`config.mk`:
```
export PLATFORM = sky130hd
export DESIGN_NAME = sim_finisher_seq
export DESIGN_NICKNAME = d
export VERILOG_FILES = /design/src/rtl/sim_finisher_seq.sv
export SDC_FILE = /design/constraint.sdc
export NUM_CORES = 1
export LEC_CHECK = 0
export ABC_CLOCK_PERIOD_IN_PS = 2800
export BUFFER_PORTS_ARGS = -buffer_cell sky130_fd_sc_hd__buf_2
export CAP_MARGIN = 20
export CORE_UTILIZATION = 57
export CTS_CLUSTER_DIAMETER = 80
export DETAILED_ROUTE_END_ITERATION = 8
export PLACE_DENSITY = 0.86
export RECOVER_POWER = 100
export SLEW_MARGIN = 0
export SYNTH_ARGS = -nofsm -noshare
export SYNTH_HDL_FRONTEND = slang
export SYNTH_SLANG_ARGS = --single-unit
```
`constraint.sdc`:
```
create_clock -name clk -period 2.8 [get_ports clk]
set_input_delay 0.56 -clock clk [delete_from_list [all_inputs] [get_ports clk]]
set_output_delay 0.56 -clock clk [all_outputs]
set_load 0.02 [all_outputs]
```
`src/rtl/sim_finisher_seq.sv`:
```
// rtl/sim_finisher_seq.sv - end-of-simulation sequencer: arm on done, send trigger string, match terminator string
// Optional console reporting and self-termination under SIM_FINISH_REPORT_EN.
module sim_finisher_seq #(
  parameter int                      NUM_DONE       = 1,
  parameter int                      DONE_ALL       = 0,
  parameter int                      TRIG_LEN       = 1,
  parameter logic [TRIG_LEN*8-1:0]   TRIG_STR       = 8'h72,
  parameter int                      TERM_LEN       = 1,
  parameter logic [TERM_LEN*8-1:0]   TERM_STR       = 8'h2e,
  parameter int                      TIMEOUT_CYCLES = 1000000,
  parameter int                      REPORT_W       = 32
) (
  input  logic                clk,
  input  logic                rst,
  input  logic [NUM_DONE-1:0] done,
  input  logic                success,
  input  logic [REPORT_W-1:0] report,
  input  logic [7:0]          kuart_from_cpu,
  input  logic                kuart_from_cpu_valid,
  output logic [7:0]          kuart_to_cpu,
  output logic                kuart_to_cpu_valid,
  input  logic                kuart_to_cpu_ready,
  output logic                finished,
  output logic                pass,
  output logic                timed_out
);

  localparam bit                TO_EN     = (TIMEOUT_CYCLES > 0);
  localparam int                CNT_W     = TO_EN ? $clog2(TIMEOUT_CYCLES + 1) : 1;
  localparam logic [CNT_W-1:0]  TO_LAST   = CNT_W'(TO_EN ? TIMEOUT_CYCLES - 1 : 0);
  localparam logic [3:0]        TRIG_LAST = 4'(TRIG_LEN - 1);
  localparam logic [4:0]        TERM_FULL = 5'(TERM_LEN);

  typedef enum logic [1:0] {
    IDLE,
    SEND,
    WAIT_TERM,
    FIN
  } state_t;

  state_t              state, state_nxt;
  logic [NUM_DONE-1:0] seen;
  logic                armed;
  logic [3:0]          tidx, tidx_nxt;
  logic [3:0]          midx, midx_nxt;
  logic [4:0]          midx_step;
  logic [CNT_W-1:0]    cnt, cnt_nxt;
  logic                to_hit;
  logic                finished_nxt, pass_nxt, timed_out_nxt;

  // Strings unpacked into fixed 16-entry tables so a 4-bit index never exceeds the range.
  logic [7:0] trig_bytes [16];
  logic [7:0] term_bytes [16];

  for (genvar i = 0; i < 16; i++) begin : g_tables
    if (i < TRIG_LEN) begin : g_trig
      assign trig_bytes[i] = TRIG_STR[i*8 +: 8];
    end else begin : g_trig_pad
      assign trig_bytes[i] = 8'h00;
    end
    if (i < TERM_LEN) begin : g_term
      assign term_bytes[i] = TERM_STR[i*8 +: 8];
    end else begin : g_term_pad
      assign term_bytes[i] = 8'h00;
    end
  end

  assign armed              = (DONE_ALL != 0) ? &seen : |seen;
  assign kuart_to_cpu_valid = (state == SEND);
  assign kuart_to_cpu       = (state == SEND) ? trig_bytes[tidx] : 8'h00;
  assign to_hit             = TO_EN && (cnt == TO_LAST);

  // A mismatching byte may itself start a new match, hence the fallback to index 1.
  always_comb begin
    midx_step = 5'd0;
    if (kuart_from_cpu == term_bytes[midx]) begin
      midx_step = {1'b0, midx} + 5'd1;
    end else if (kuart_from_cpu == term_bytes[0]) begin
      midx_step = 5'd1;
    end
  end

  always_comb begin
    state_nxt     = state;
    tidx_nxt      = tidx;
    midx_nxt      = midx;
    cnt_nxt       = cnt;
    finished_nxt  = finished;
    pass_nxt      = pass;
    timed_out_nxt = timed_out;
    case (state)
      IDLE: begin
        if (armed) begin
          state_nxt = SEND;
          tidx_nxt  = 4'd0;
          midx_nxt  = 4'd0;
          cnt_nxt   = '0;
        end
      end
      SEND: begin
        if (TO_EN) cnt_nxt = cnt + CNT_W'(1);
        if (kuart_to_cpu_ready) begin
          if (tidx == TRIG_LAST) begin
            state_nxt = WAIT_TERM;
            midx_nxt  = 4'd0;
          end else begin
            tidx_nxt = tidx + 4'd1;
          end
        end
        if (to_hit) begin
          state_nxt     = FIN;
          finished_nxt  = 1'b1;
          pass_nxt      = 1'b0;
          timed_out_nxt = 1'b1;
        end
      end
      WAIT_TERM: begin
        if (TO_EN) cnt_nxt = cnt + CNT_W'(1);
        if (kuart_from_cpu_valid && (midx_step == TERM_FULL)) begin
          state_nxt     = FIN;
          finished_nxt  = 1'b1;
          pass_nxt      = success;
          timed_out_nxt = 1'b0;
        end else begin
          if (kuart_from_cpu_valid) midx_nxt = midx_step[3:0];
          if (to_hit) begin
            state_nxt     = FIN;
            finished_nxt  = 1'b1;
            pass_nxt      = 1'b0;
            timed_out_nxt = 1'b1;
          end
        end
      end
      FIN: begin
        state_nxt = FIN;
      end
      default: state_nxt = IDLE;
    endcase
  end

  always_ff @(posedge clk or posedge rst) begin
    if (rst) begin
      state     <= IDLE;
      seen      <= '0;
      tidx      <= 4'd0;
      midx      <= 4'd0;
      cnt       <= '0;
      finished  <= 1'b0;
      pass      <= 1'b0;
      timed_out <= 1'b0;
    end else begin
      state     <= state_nxt;
      seen      <= seen | done;
      tidx      <= tidx_nxt;
      midx      <= midx_nxt;
      cnt       <= cnt_nxt;
      finished  <= finished_nxt;
      pass      <= pass_nxt;
      timed_out <= timed_out_nxt;
    end
  end

`ifdef SIM_FINISH_REPORT_EN
  logic [REPORT_W-1:0] report_q;

  always @(posedge clk) begin
    report_q <= report;
    if (report !== report_q) $display("Report update: %h", report);
    if (state == IDLE && state_nxt == SEND) $display("Sending finish trigger to kernel UART");
    if (state != FIN && state_nxt == FIN) begin
      if (timed_out_nxt) $display("Simulation TIMEOUT, report %h", report);
      else if (pass_nxt) $display("Simulation success, report %h", report);
      else $display("Simulation failure, report %h", report);
      $finish;
    end
  end
`else
  logic report_unused;
  assign report_unused = ^report;
`endif

endmodule
```
==> impl_metrics.toml, run 1 <==
[global_routing]
grt_pass1_wl_um = 7520
gr-usage-met1_pct = 30.3
gr-total-overflow = 0
grt_pass1_vias = 1692
track_usage_pct = 24.5
grtUsageMet2_pct = 38.0
antenna_found_initial = 0
grtUsageMet3_pct = 6.88
grt.busiest_layer = "met2"
grt_max_degree = 35

[finish]
fill_cells = 302
drive_gt1_share_pct = 14.2
post-route-util_pct = 66.1
final_nets = 301
syn2layout_area_growth_pct = 6.70
multi_input_area_um2 = 1150
num_antenna_cells = 0
seqCellArea_um2 = 851

[setup_path]
crit_chain = "inv_1, ha_1, and2b_1, nor2_1, nand4b_2, nor2_1, mux2_1"
critPathMaxFanout = 7
cp.required_ps = 2970
critPathKind = "reg2reg"
cpPeakStageDelay_ps = 400
r2r_cells = 7
crit_top_cell = "nor2_1"
cp.arrival_ps = 2470
cp.buffers_inverters = 1
worst_setup_path_end_kind = "flop"
critical-path-slowest-cell = "dfrtp_1"
crit_cells = 7
startpoint_type = "flop"
critPathTopFamily = "simple AND/OR/NAND/NOR gates"

[outcome]
outcome = "finished, violations left"
violations = "capacitance limit, slew limit"

[logic_synthesis]
ys_types = 52
synthesis.area_um2 = 2150
synth_flop_cell = "dfrtp_1"
synth_edf_count = 0
yosys_warnings = 0
synth_top_area_share_pct = 39.6
synthTopCellsByArea = "dfrtp_1 (40%), ha_1 (5.2%), xnor2_1 (4.5%)"
synth-async-reset-ratio_pct = 100
synth-seq-cells = 34
synthCells = 227
seq_area_frac_synth_pct = 39.6
yosys.area.top_type = "dfrtp_1"
synth.avg_cell_area_um2 = 9.46

[pwr]
netSwitchingFraction_pct = 21.5
power_density_nw_per_um2 = 388
clockPowerShare_pct = 41.4
power_frac_seq_pct = 55.2
max-vdd-ir-drop_v = 0.000306
switchingPower_w = 0.000192
p_int_w = 0.000698
leakagePower_nw = 1.03
p_comb_share_pct = 3.4

[clocking]
cts_sinks = 34
cts_tree = "built"
cts_setup_buffers = 0
clockBufferDepth = 2
cts_resized = 0
numCtsBuffers = 5
cts_hold_buffers = 0
clockRootBuffer = "clkbuf_8"
htreeDepth = 2
insertion_delay_ps = 280
cts.reportedPaths.clkPinSlew_ps = 70

[run]
drv_cap = 1

[place]
gp_congestion = 0.779
dpl.hpwl_um = 2960
portBuffers = 21

[worst_hold_path]
whs_path_depth = 2
hold_class = "in2reg"

[timing]
fmax_mhz = 434
skew_ps = 5.66
slew-limit-headroom_pct = -19.4
post-route-period-util_pct = 82.3
worst_slew_pin_slew_ps = 1790
rsz0062_at_grt = "false"
slew_viol_final = 35
setup_tns_ps = 0
min_period_ps = 2300
setup_viol = 0
hold_violations = 0

[detailed_routing]
drc = 0
wire_per_inst_um = 13.9
vias = 1709
drt_wl_total_um = 4080
dr.pass1.iters = 4
drtIter0Drc = 100
ant_nets = 0
avgViaCountPerCell = 5.83

[floorplanning]
num_rows = 21
initial_core_util_pct = 61.9
core_um2 = 3470
ios = 58
dieHeight_um = 63.4
die_area_um2 = 4020
chipWidth_um = 63.4
## cell usage after synthesis, drive strengths merged (2+ instances only)
cell,number
a21o,2
a21oi,7
a22o,4
a31oi,2
a32o,2
and2,3
and3,3
and4,2
buf,11
clkbuf,2
dfrtp,34
ha,9
inv,12
mux2,2
mux2i,5
nand2,18
nand2b,4
nand3,15
nand4,6
nor2,23
nor2b,2
nor3,9
nor4,8
o21ai,8
or2,2
or3,4
xnor2,11
xor2,5
## path summary, 6_finish.rpt
kind	end	slack (ps)	start
worst max-delay path	midx[0]	500	state[0]
min in group asynchronous	state[1]	900	rst
worst max register to register	midx[0]	500	state[0]
worst min-delay path	armed	460	done
worst min register to register	finished	480	finished
max in group asynchronous	cnt[2]	870	rst
## state kept, by name, indices dropped and copies added, names as in the netlist
signal and cells:
timed_out 1, cnt 20, armed 1, state 2, pass 1, midx 4
finished 1, tidx 4
## power by group through the flow
| stage | clock network, W | registers (W) | logic (W) |
|---|---|---|---|
| after detailed placement | 0 | 0.000500 | 0.0000314 |
| after CTS | 0.000379 | 0.000491 | 0.0000316 |
| after global placement | 0 | 0.000500 | 0.0000302 |
| final | 0.000368 | 0.000491 | 0.0000302 |
| after global routing | 0.000398 | 0.000491 | 0.0000351 |
| after floorplan | 0 | 0.000500 | 0.0000200 |
## cell families after synthesis
| logic type | after synthesis | share of synthesized area [%] |
|---|---|---|
| muxes | 7 | 3.38 |
| adders and majority gates | 9 | 5.24 |
| xor gates and xnor gates | 16 | 6.53 |
| other | 1 | 0.175 |
| buffers and inverters | 25 | 6.35 |
| DFF | 34 | 39.6 |
| AOI/OAI and AO/OA | 30 | 9.44 |
| and+or+nand+nor | 105 | 29.3 |
## placed cells by master, fill, tap and decap left out, drive strengths merged, types with 4 or more instances in the layout
cell    Yosys  layout
dfrtp      34      34
nor2       23      23
nand2      18      18
nand3      15      15
clkbuf      2      15
buf        11      14
inv        12      12
xnor2      11      11
nor3        9       9
ha          9       9
o21ai       8       8
nor4        8       8
a21oi       7       7
nand4       6       6
mux2i       5       5
xor2        5       5
nand2b      4       4
or3         4       4
a22o        4       4
conb        1       4
## per-layer routing
layer,vias to the layer above,routed length [um]
met2,48,2030
met3,13,175
met1,825,1760
li1,823,-
met4,0,115
met5,-,0
## layout make-up
type	instances	share of cell area, %
clock buffer	7	3.77
clock inverter	1	0.218
inverter	12	1.97
multi-input combinational	171	50.0
sequential	34	37.1
tap	46	2.51
timing repair buffer	22	4.37
## metrics by stage
stage                     setup WS [ps]  power [W]  std cells  hold slack, ps  cell area, um2
final                               495   0.000890        293             460            2290
after global routing                334   0.000924        293             467            2290
after CTS                           617   0.000902        293             367            2330
after detailed placement            681   0.000532        285             449            2240
after global placement              707   0.000531        285             452            2240
after floorplan                     694   0.000520        230             457            2160
Note: power is estimated with default switching activity, not from simulation.
==> inputs of run 2 (changes only) <==
--- a/config.mk
+++ b/config.mk
@@ -5,13 +5,13 @@
 export SDC_FILE = /design/constraint.sdc
 export NUM_CORES = 1
 export LEC_CHECK = 0
-export ABC_CLOCK_PERIOD_IN_PS = 2800
+export ABC_CLOCK_PERIOD_IN_PS = 2000
 export BUFFER_PORTS_ARGS = -buffer_cell sky130_fd_sc_hd__buf_2
 export CAP_MARGIN = 20
-export CORE_UTILIZATION = 57
+export CORE_UTILIZATION = 47
 export CTS_CLUSTER_DIAMETER = 80
 export DETAILED_ROUTE_END_ITERATION = 8
-export PLACE_DENSITY = 0.86
+export PLACE_DENSITY = 0.76
 export RECOVER_POWER = 100
 export SLEW_MARGIN = 0
 export SYNTH_ARGS = -nofsm -noshare
==> constraint.sdc (replaced) <==
create_clock -name clk -period 2 [get_ports clk]
set_input_delay 0.4 -clock clk [delete_from_list [all_inputs] [get_ports clk]]
set_output_delay 0.4 -clock clk [all_outputs]
set_load 0.02 [all_outputs]
==> impl_metrics.toml, run 2 (synthesized netlist as in run 1, its figures left out) <==
[detailed_routing]
drtIter0Drc = 110
drc = 0
wire_per_inst_um = 13.6
drt_wl_total_um = 4290
ant_nets = 0
vias = 1730
dr.pass1.iters = 4
avgViaCountPerCell = 5.49

[floorplanning]
die_area_um2 = 4840
initial_core_util_pct = 49.0
dieHeight_um = 69.6
core_um2 = 4380
num_rows = 24
chipWidth_um = 69.6
ios = 58

[setup_path]
critPathKind = "reg2reg"
worst_setup_path_end_kind = "flop"
critPathTopFamily = "simple AND/OR/NAND/NOR gates"
startpoint_type = "flop"
timing.rr.end = "state[1]"
cp.buffers_inverters = 1
rr_startpoint = "midx[1]"
rrSetupSlack_ps = 20
critical-path-slowest-cell = "or3b_4"
cpPeakStageDelay_ps = 420
r2r_cells = 7
cp.arrival_ps = 2170
crit_chain = "inv_2, ha_1, or3b_4, nand4_1, a311oi_2, a211oi_2, mux2i_1"
critPathMaxFanout = 6
cp.required_ps = 2190

[finish]
regMostFlops = "cnt"
final_nets = 318
layout_commonest_cell = "dfrtp_1"
fill_cells = 366
drive_gt1_share_pct = 27.0
largest_registers = "cnt x20, midx x4, tidx x4"
largest_reg_flops = 20
syn2layout_area_growth_pct = 19.1
final_cell_mix = "dfrtp_1 (34), nor2_1 (22), nand2_1 (18), buf_4 (15), nand3_1 (14)"
post-route-util_pct = 58.3
num_antenna_cells = 0

[clocking]
clockRootBuffer = "clkbuf_8"
clockBufferDepth = 2
cts_sinks = 34
cts_tree = "built"
insertion_delay_ps = 290
htreeDepth = 2
cts.reportedPaths.clkPinSlew_ps = 70
numCtsBuffers = 5

[global_routing]
grt_pass1_wl_um = 7450
gr-total-overflow = 0
antenna_found_initial = 0
grt_max_degree = 35
grt_pass1_vias = 1716
track_usage_pct = 19.2

[timing]
skew_ps = 7.33
slew-limit-headroom_pct = 43.1
fmax_mhz = 505
rsz0062_at_grt = "true"
min_period_ps = 1980
hold_violations = 0
post-route-period-util_pct = 99.0
slew_viol_final = 0
worst_slew_pin_slew_ps = 853
setup_viol = 0
setup_tns_ps = 0

[worst_hold_path]
whs_path_depth = 2
hold_class = "in2reg"
hold_end = "armed"
hold_start = "done"

[pwr]
power_density_nw_per_um2 = 540
leakagePower_nw = 1.18
max-vdd-ir-drop_v = 0.000337

[place]
gp_congestion = 0.807
dpl.hpwl_um = 2930
portBuffers = 21

[outcome]
outcome = "finished, final reports clean"

[run]
drv_cap = 0
-- run 2: cell count changes in the layout (fill, tap and decap cells not counted), sizes merged --
cell and delta:
buf +18, bufinv +1, clkbuf -2, clkinv -1
-- run 2: through the flow --
| stage | cells | hold WS (ps) | worst slack (ps) | instance area, um2 | power (W) |
|---|---|---|---|---|---|
| after floorplan | 230 | 457 | 53.9 | 2160 | 0.000729 |
| after global placement | 303 | 446 | 38.1 | 2350 | 0.000744 |
| after detailed placement | 303 | 447 | 43.8 | 2350 | 0.000746 |
| after CTS | 310 | 209 | 15.5 | 2460 | 0.00139 |
| after global routing | 315 | 303 | -59.5 | 2560 | 0.00143 |
| final | 315 | 303 | 20.2 | 2560 | 0.00138 |
-- run 2: repair_timing --
action,4_1_cts,5_1_grt
endpoints found under the setup margin,4,16
hold buffers,0,0
resized for setup,1,24
pin swaps,0,1
cloned,0,0
setup buffers,0,5
-- run 2: power breakdown --
part / switching [W] / internal (W) / leakage [nW] / total [W]
Sequential: 0.0000000000000000000391 / 0.000687 / 0.444 / 0.000687
Clock: 0.000252 / 0.000399 / 0.0573 / 0.000650
Combinational: 0.0000306 / 0.0000132 / 0.678 / 0.0000438
Total: 0.000282 / 0.00110 / 1.18 / 0.00138
-- run 2: worst max path at each step --
stage	startpoint	end	cells past startpoint
2_1_floorplan	state[1]	kuart_to_cpu[4]	5
3_3_place_gp	tidx[0]	midx[0]	7
3_5_place_dp	tidx[0]	midx[0]	7
4_1_cts	tidx[0]	kuart_to_cpu[5]	6
5_1_grt	midx[1]	state[1]	7
6_report	midx[1]	state[1]	7
-- run 2: area by class of cell --
cell class / count / area (um2) / share of cell area [%]
multi-input combinational: 171 / 1230 / 48.2
sequential: 34 / 851 / 33.3
timing repair buffer: 39 / 251 / 9.83
clock buffer: 6 / 82.6 / 3.23
tap: 52 / 65.1 / 2.54
inverter: 12 / 45.0 / 1.76
clock inverter: 1 / 30.0 / 1.17
-- run 2: metal layers --
layer,routed length [um],share of wire [%],up-vias,global-route usage (%)
met3,146,3.4,8,4.07
met4,71,1.7,0,6.80
met1,1860,43,833,23.1
met5,0,0,-,0
met2,2210,52,35,33.9
li1,-,-,854,-
==> inputs of run 3 (changes only) <==
--- a/config.mk
+++ b/config.mk
@@ -5,7 +5,7 @@
 export SDC_FILE = /design/constraint.sdc
 export NUM_CORES = 1
 export LEC_CHECK = 0
-export ABC_CLOCK_PERIOD_IN_PS = 2000
+export ABC_CLOCK_PERIOD_IN_PS = 1800
 export BUFFER_PORTS_ARGS = -buffer_cell sky130_fd_sc_hd__buf_2
 export CAP_MARGIN = 20
 export CORE_UTILIZATION = 47
==> constraint.sdc (replaced) <==
create_clock -name clk -period 1.8 [get_ports clk]
set_input_delay 0.36 -clock clk [delete_from_list [all_inputs] [get_ports clk]]
set_output_delay 0.36 -clock clk [all_outputs]
set_load 0.02 [all_outputs]
==> impl_metrics.toml, run 3 (synthesized netlist as in run 1, its figures left out) <==
[outcome]
outcome = "finished, violations left"
violations = "setup timing"

[place]
portBuffers = 21
gp_congestion = 0.820
dpl.hpwl_um = 3370
placed_cell_area_um2 = 2570

[timing]
post-route-period-util_pct = 107
setup_viol = 14
worst_slew_pin_slew_ps = 866
layout_setup_ws_ps = -128
hold_violations = 0
min_period_ps = 1930
slew_viol_final = 0
fmax_mhz = 519
skew_ps = 4.17
slew-limit-headroom_pct = 42.3
whs_ps = 252
rsz0062_at_grt = "true"

[worst_hold_path]
hold_class = "in2reg"
hold_end = "armed"
whs_path_depth = 2
hold_start = "done"

[finish]
regMostFlops = "cnt"
syn2layout_area_growth_pct = 41.7
num_antenna_cells = 0
post-route-util_pct = 69.4
layout_commonest_cell = "buf_4"
seqCellArea_um2 = 851
multi_input_area_um2 = 1400
fill_cells = 322
final_cell_area_um2 = 3040
largest_registers = "cnt x20, midx x4, tidx x4"
largest_reg_flops = 20
drive_gt1_share_pct = 44.1
final_cell_mix = "buf_4 (39), dfrtp_1 (34), nor2_1 (20), nand2_1 (17), nand3_1 (14)"
final_nets = 353

[setup_path]
rr_startpoint = "midx[1]"
startpoint_type = "flop"
rrSetupSlack_ps = -130
critPathMaxFanout = 6
critPathKind = "reg2reg"
r2r_cells = 8
cpPeakStageDelay_ps = 430
timing.rr.end = "midx[3]"
critPathTopFamily = "simple AND/OR/NAND/NOR gates"
cp.arrival_ps = 2110
cp.buffers_inverters = 2
crit_chain = "inv_2, ha_4, or3b_4, buf_4, mux2i_2, nor2_2, a21o_1, a32o_1"
critical-path-slowest-cell = "or3b_4"
cp.required_ps = 1980
worst_setup_path_end_kind = "flop"

[clocking]
insertion_delay_ps = 300
clockRootBuffer = "clkbuf_8"
numCtsBuffers = 5
cts_tree = "built"
htreeDepth = 2
clockBufferDepth = 2
cts.reportedPaths.clkPinSlew_ps = 70
cts_sinks = 34

[global_routing]
gr-usage-met1_pct = 26.0
grt_max_degree = 35
grt_pass1_wl_um = 8180
track_usage_pct = 21.5
antenna_found_initial = 0
grt_pass1_vias = 1820
grt.busiest_layer = "met2"
gr-total-overflow = 0
grtUsageMet2_pct = 36.6
grtUsageMet3_pct = 4.07

[detailed_routing]
ant_nets = 0
drt_wl_total_um = 5560
avgViaCountPerCell = 5.52
drc = 0
drtIter0Drc = 105
vias = 1937
dr.pass1.iters = 4
wire_per_inst_um = 15.8

[floorplanning]
initial_core_util_pct = 49.0
ios = 58
dieHeight_um = 69.6
die_area_um2 = 4840
chipWidth_um = 69.6
core_um2 = 4380
num_rows = 24

[pwr]
fin_total_pwr_w = 0.00170
leakagePower_nw = 1.41
power_density_nw_per_um2 = 560
max-vdd-ir-drop_v = 0.000436

[run]
drv_cap = 0
-- run 3: where the power goes --
group	total [W]	internal (W)	switching [W]
logic	0.0000531	0.0000159	0.0000372
registers	0.000764	0.000764	0.0000000000000000000671
clock network	0.000887	0.000591	0.000296
total	0.00170	0.00137	0.000333
-- run 3: cell type report --
class                   instances  share of cell area (%)
clock inverters                 2                    1.97
well taps                      52                    2.14
flip-flops and latches         34                    28.0
inverters                      12                    1.48
multi-input cells             171                    46.1
clock buffers                   6                    2.71
repair buffers                 74                    17.6
-- run 3: what timing repair did --
action,in CTS,in global routing
setup buffers,5,8
resized for setup,33,30
setup endpoints to repair,18,26
hold buffers,0,0
pin swaps,8,9
-- run 3: worst register-to-register path, delay by kind of cell, from the launching register on --
| kind | cells | cell delay, ps |
|---|---|---|
| fa+ha+maj | 1 | 120 |
| buf+inv | 2 | 260 |
| mux | 1 | 180 |
| simple gates | 2 | 510 |
| flops | 1 | 390 |
| compound gates | 2 | 360 |
-- run 3: metal layers --
metal	routed length (um)	up-vias
met2	2970	52
met1	2300	941
met5	0	-
met3	206	10
li1	-	934
met4	89	0
-- run 3: worst max path at each step --
stage,from,endpoint,slack [ps],depth (start not counted)
floorplan,midx[0],midx[0],-70,8
detailed placement,midx[1],midx[0],-140,7
CTS,midx[0],state[0],-60,7
finish,midx[1],midx[3],-130,8
global route,midx[0],midx[3],-180,8
global placement,tidx[0],midx[0],-110,8
-- run 3: through the flow --
step	setup WS (ps)	TNS, ps	instances
2_1_floorplan	-67.4	-170	230
3_3_place_gp	-111	-524	330
3_5_place_dp	-138	-906	330
4_1_cts	-62.0	-350	343
5_1_grt	-178	-2000	351
6_report	-128	-935	351
